==> config.mk <==
export PLATFORM = sky130hd
export DESIGN_NAME = multdiv_issue_ctrl
export DESIGN_NICKNAME = d
export VERILOG_FILES = /design/src/rtl/multdiv_issue_ctrl.sv
export SDC_FILE = /design/constraint.sdc
export NUM_CORES = 1
export LEC_CHECK = 0
export ABC_AREA = 0
export CAP_MARGIN = 20
export CORE_MARGIN = 8
export CORE_UTILIZATION = 42
export CTS_BUF_LIST = sky130_fd_sc_hd__clkbuf_8
export CTS_CLUSTER_SIZE = 10
export DETAILED_ROUTE_END_ITERATION = 10
export PLACE_DENSITY = 0.87
export SETUP_SLACK_MARGIN = 0.5
export SLEW_MARGIN = 40
export SYNTH_ARGS = -nofsm -noshare
export SYNTH_HDL_FRONTEND = slang
export SYNTH_SLANG_ARGS = --single-unit
==> constraint.sdc <==
create_clock -name clock -period 2.45 [get_ports clock]
set_input_delay 0.3675 -clock clock [delete_from_list [all_inputs] [get_ports clock]]
set_output_delay 0.3675 -clock clock [all_outputs]
set_load 0.05 [all_outputs]
==> src/rtl/multdiv_issue_ctrl.sv <==
// Execute-stage sequencer for the multdiv unit: registers operands, pulses the start strobe,
// stalls the pipeline while the op runs, and returns the result as a one-cycle writeback.
//
// state  | meaning
// -------+--------------------------------------------------------------
// IDLE   | waiting for req_valid; stall follows req_valid
// ISSUE  | one-cycle md_ctrl_mult / md_ctrl_div start pulse
// BUSY   | waiting for md_ready (ignored at cnt 0) or the watchdog limit
// WB     | one-cycle wb_valid with latched result; stall released
module multdiv_issue_ctrl #(
   parameter int WIDTH      = 32,
   parameter int TAG_W      = 5,
   parameter int MAX_CYCLES = 40
) (
   input  logic             clock,
   input  logic             reset,
   input  logic             req_valid,
   input  logic             req_is_div,
   input  logic [WIDTH-1:0] req_a,
   input  logic [WIDTH-1:0] req_b,
   input  logic [TAG_W-1:0] req_rd,
   input  logic             flush,
   output logic             stall,
   output logic [WIDTH-1:0] md_operandA,
   output logic [WIDTH-1:0] md_operandB,
   output logic             md_ctrl_mult,
   output logic             md_ctrl_div,
   input  logic [WIDTH-1:0] md_result,
   input  logic             md_except,
   input  logic             md_ready,
   output logic             wb_valid,
   output logic [TAG_W-1:0] wb_rd,
   output logic [WIDTH-1:0] wb_data,
   output logic             wb_except,
   output logic             timeout
);

   localparam int CNT_W = $clog2(MAX_CYCLES + 1);

   typedef enum logic [1:0] {
      S_IDLE  = 2'd0,
      S_ISSUE = 2'd1,
      S_BUSY  = 2'd2,
      S_WB    = 2'd3
   } state_t;

   state_t           state_q, state_d;
   logic [CNT_W-1:0] cnt_q, cnt_d;
   logic             accept;
   logic             done_ready;
   logic             done_timeout;

   logic             ctrl_mult_q;
   logic             ctrl_div_q;
   logic             wb_valid_q;
   logic             timeout_q;
   logic [TAG_W-1:0] rd_q;

   always_ff @(posedge clock) begin
      if (reset) begin
         state_q <= S_IDLE;
         cnt_q   <= '0;
      end else begin
         state_q <= state_d;
         cnt_q   <= cnt_d;
      end
   end

   always_comb begin
      state_d      = state_q;
      cnt_d        = cnt_q;
      accept       = 1'b0;
      done_ready   = 1'b0;
      done_timeout = 1'b0;
      stall        = 1'b0;
      if (flush) begin
         state_d = S_IDLE;
         cnt_d   = '0;
      end else begin
         case (state_q)
            S_IDLE: begin
               stall = req_valid;
               if (req_valid) begin
                  accept  = 1'b1;
                  state_d = S_ISSUE;
               end
            end
            S_ISSUE: begin
               stall   = 1'b1;
               cnt_d   = '0;
               state_d = S_BUSY;
            end
            S_BUSY: begin
               stall = 1'b1;
               cnt_d = cnt_q + CNT_W'(1);
               // A ready seen at cnt 0 may belong to the previous op, so it is never taken.
               if (md_ready && (cnt_q != '0)) begin
                  done_ready = 1'b1;
                  state_d    = S_WB;
               end else if (cnt_q == CNT_W'(MAX_CYCLES - 1)) begin
                  done_timeout = 1'b1;
                  state_d      = S_WB;
               end
            end
            S_WB: begin
               // req_valid still shows the retiring op here, so it is not looked at.
               state_d = S_IDLE;
            end
            default: begin
               state_d = S_IDLE;
            end
         endcase
      end
   end

   always_ff @(posedge clock) begin
      if (reset) begin
         ctrl_mult_q <= 1'b0;
         ctrl_div_q  <= 1'b0;
         wb_valid_q  <= 1'b0;
         timeout_q   <= 1'b0;
         rd_q        <= '0;
         md_operandA <= '0;
         md_operandB <= '0;
         wb_rd       <= '0;
         wb_data     <= '0;
         wb_except   <= 1'b0;
      end else begin
         ctrl_mult_q <= accept & ~req_is_div;
         ctrl_div_q  <= accept & req_is_div;
         wb_valid_q  <= done_ready | done_timeout;
         timeout_q   <= done_timeout;
         if (accept) begin
            md_operandA <= req_a;
            md_operandB <= req_b;
            rd_q        <= req_rd;
         end
         if (done_ready) begin
            wb_rd     <= rd_q;
            wb_data   <= md_result;
            wb_except <= md_except;
         end else if (done_timeout) begin
            wb_rd     <= rd_q;
            wb_data   <= '0;
            wb_except <= 1'b1;
         end
      end
   end

   // A flush in the pulse or writeback cycle suppresses the strobe in that same cycle.
   assign md_ctrl_mult = ctrl_mult_q & ~flush;
   assign md_ctrl_div  = ctrl_div_q & ~flush;
   assign wb_valid     = wb_valid_q & ~flush;
   assign timeout      = timeout_q & ~flush;

endmodule

==> results.sh <==
export IMPL_status="finished, final reports clean"
export IMPL_wl_met1_mm=5.41
export IMPL_wire_per_inst_um=15.8
export IMPL_ys_ff_latch=119
export IMPL_final_util_pct=67.3
export IMPL_max_cap_violations=0
export IMPL_vias=4361
export IMPL_initial_core_util_pct=42.5
export IMPL_ant_nets=0
export IMPL_fp_row_count=38
export IMPL_ctsLongestPathBuffers=2
export IMPL_vias_per_cell=4.86
export IMPL_drive_gt1_share_pct=10.2
export IMPL_required_ns=2.08
export IMPL_p_leak_nw=3.35
export IMPL_grt_pass1_vias=4500
export IMPL_min_path_type="in2reg"
export IMPL_wl_mm=14.1
export IMPL_dr_first_iter_drc_count=255
export IMPL_endpoint_kind="output port"
export IMPL_path_class="reg2out"
export IMPL_ys_seq_area_share_pct=52.4
export IMPL_dp_hpwl_mm=10.3
export IMPL_cts_root_buffer="clkbuf_8"
export IMPL_rsz0062_at_grt="yes"
export IMPL_cts_htree_levels=4
export IMPL_cp_max_fo=3
export IMPL_avgSynthCellArea_um2=8.45
export IMPL_fillers=868
export IMPL_cp_arrival_ns=1.55
export IMPL_syn_num_nets=652
export IMPL_wl_met3_mm=1.42
export IMPL_layoutNonFillerInstCount=897
export IMPL_io_pins=215
export IMPL_hold_buffers=0
export IMPL_antenna_found_initial=0
export IMPL_n_antenna_cell=0
export IMPL_drt_pass1_iter_count=4
export IMPL_dr_max_layer_used="met4"
export IMPL_tightest_slew_ns=0.722
export IMPL_die_width_um=120
export IMPL_max_slew_margin_rel_pct=51.9
export IMPL_finalSetupTns_ns=0
export IMPL_place_area_um2=6810
export IMPL_finalCritPeriodShare_pct=78.4
export IMPL_core_area_um2=10700
export IMPL_post_route_min_period_ns=1.92
export IMPL_gr_total_overflow=0
export IMPL_syn_area_um2=4550
export IMPL_area_growth_synth_to_final_pct=58.4
export IMPL_gp_congestion=0.774
export IMPL_r2r_slack_ns=0.67
export IMPL_die_y_um=120
export IMPL_final_cell_area_um2=7200
export IMPL_place_inst=862
export IMPL_whs_ns=0.321
export IMPL_cp_start_kind="register"
export IMPL_powerDensity_nw_per_um2=609
export IMPL_fmax_ghz=0.520
export IMPL_grt_max_degree=71
export IMPL_fin_skew_ns=0.00532
export IMPL_numClockSinks=119
export IMPL_setup_viol=0
export IMPL_die_area_um2=14400
export IMPL_port_buffers=214
export IMPL_nets=859
export IMPL_cts_tree="built"
export IMPL_yosys_warnings=0
export IMPL_ir_drop_v=0.000453
export IMPL_drc=0
export IMPL_ys_types=34
export IMPL_syn_inst=538
export IMPL_met2_length_mm=7.08
export IMPL_grt_pass1_wl_mm=22.4
export IMPL_clk_latency_ns=0.41
export IMPL_report_final_slew_viol_count=0
export IMPL_cts_buffers=17
export IMPL_clkTransAtPathRegs_ns=0.06
export IMPL_grt_util_all_layers_pct=19.0
export IMPL_hold_viol_final=0
final cells by class:
type / instances / area (µm²) / area share [%]
clock inverters: 11 / 108 / 1.49
clock buffers: 20 / 275 / 3.82
multi-input cells: 341 / 1900 / 26.3
flip-flops and latches: 119 / 2380 / 33.1
inverters: 39 / 146 / 2.03
repair buffers: 227 / 2220 / 30.8
well taps: 140 / 175 / 2.43
cells in the final DEF, fill, tap and decap left out, types with 5 or more instances in the layout:
master and instances:
nand2_1 184, dfxtp_1 117, clkdlybuf4s50_1 106, dlygate4sd2_1 80, a21oi_1 70, inv_1 37, dlymetal6s2s_1 22, clkbuf_8 20
o32ai_1 17, buf_4 16, o32ai_2 15, nor2_1 6, mux2i_1 6, nor2b_1 5, ha_1 5, clkinv_2 5
state kept, by name, summed over array words and instances (netlist names):
register and flops:
md_operandA 32, md_operandB 32, wb_data 32, cnt_q 6
rd_q 5, wb_rd 5, state_q 2, ctrl_div_q 1
ctrl_mult_q 1, timeout_q 1, wb_except 1, wb_valid_q 1
kinds of logic after synthesis:
kind of cell	synth area share, %
buf+inv	6.91
simple gates	18.7
xor+xnor	0.770
fa+ha+maj	1.65
mux	1.32
compound gates	18.2
flops	52.4
cells in the mapped netlist:
master / n / area (µm²)
a211oi_1: 2 / 15.0
a21oi_1: 70 / 350
a31oi_1: 1 / 6.26
and2_1: 1 / 6.26
and3_1: 3 / 18.8
and3b_1: 1 / 8.76
buf_2: 2 / 10.0
buf_4: 1 / 7.51
buf_6: 2 / 22.5
clkbuf_1: 34 / 128
clkinv_1: 1 / 3.75
dfxtp_1: 119 / 2380
ha_1: 6 / 75.1
inv_1: 38 / 143
mux2i_1: 6 / 60.1
nand2_1: 185 / 694
nand2b_1: 1 / 6.26
nand3_1: 1 / 5.00
nand4_1: 3 / 18.8
nor2_1: 7 / 26.3
nor2b_1: 5 / 31.3
nor3_1: 2 / 10.0
nor4b_1: 1 / 8.76
o21a_1: 1 / 7.51
o21ai_0: 3 / 15.0
o21ai_1: 1 / 5.00
o21ai_4: 1 / 16.3
o221a_2: 1 / 11.3
o31a_1: 1 / 8.76
o32ai_1: 17 / 149
o32ai_2: 15 / 244
or2_2: 1 / 6.26
or4_4: 1 / 11.3
xor2_1: 4 / 35.0
layer usage:
layer	global-route usage (%)	vias to the layer above
li1	-	2175
met1	19.5	2003
met2	33.1	163
met3	8.92	20
met4	7.18	0
met5	0	-
worst max-delay path, stage by stage (launching register included):
cell and delay, ns:
dfxtp_2 0.32, inv_2 0.09, ha_4 0.14, nand2_2 0.10, a211oi_4 0.31, buf_12 0.18
worst paths after layout:
kind,from,end,cells past startpoint
hold / removal,reset,cnt_q[0],2
setup / recovery,state_q[0],stall,5
hold reg to reg,md_operandA[6],md_operandA[6],2
setup reg to reg,cnt_q[2],wb_data[9],5
stage by stage:
step	setup slack (ns)	power, mW
floorplan	0.527	2.42
global placement	0.420	2.74
detailed placement	0.325	2.75
CTS	0.459	4.43
global route	0.457	4.56
finish	0.528	4.38
where the power goes:
part / switching (mW) / internal [mW] / leakage [nW] / total, mW
registers: 0.0280 / 1.99 / 0.967 / 2.02
logic: 0.393 / 0.278 / 2.18 / 0.670
clock network: 0.730 / 0.962 / 0.203 / 1.69
total: 1.15 / 3.23 / 3.35 / 4.38
what timing repair did:
| item | in CTS | in global routing |
|---|---|---|
| setup buffers | 3 | 1 |
| setup endpoints to repair | 81 | 23 |
| pin swaps | 2 | 2 |
| resized for setup | 87 | 24 |
No activity file was read; power rests on OpenSTA's default activity.
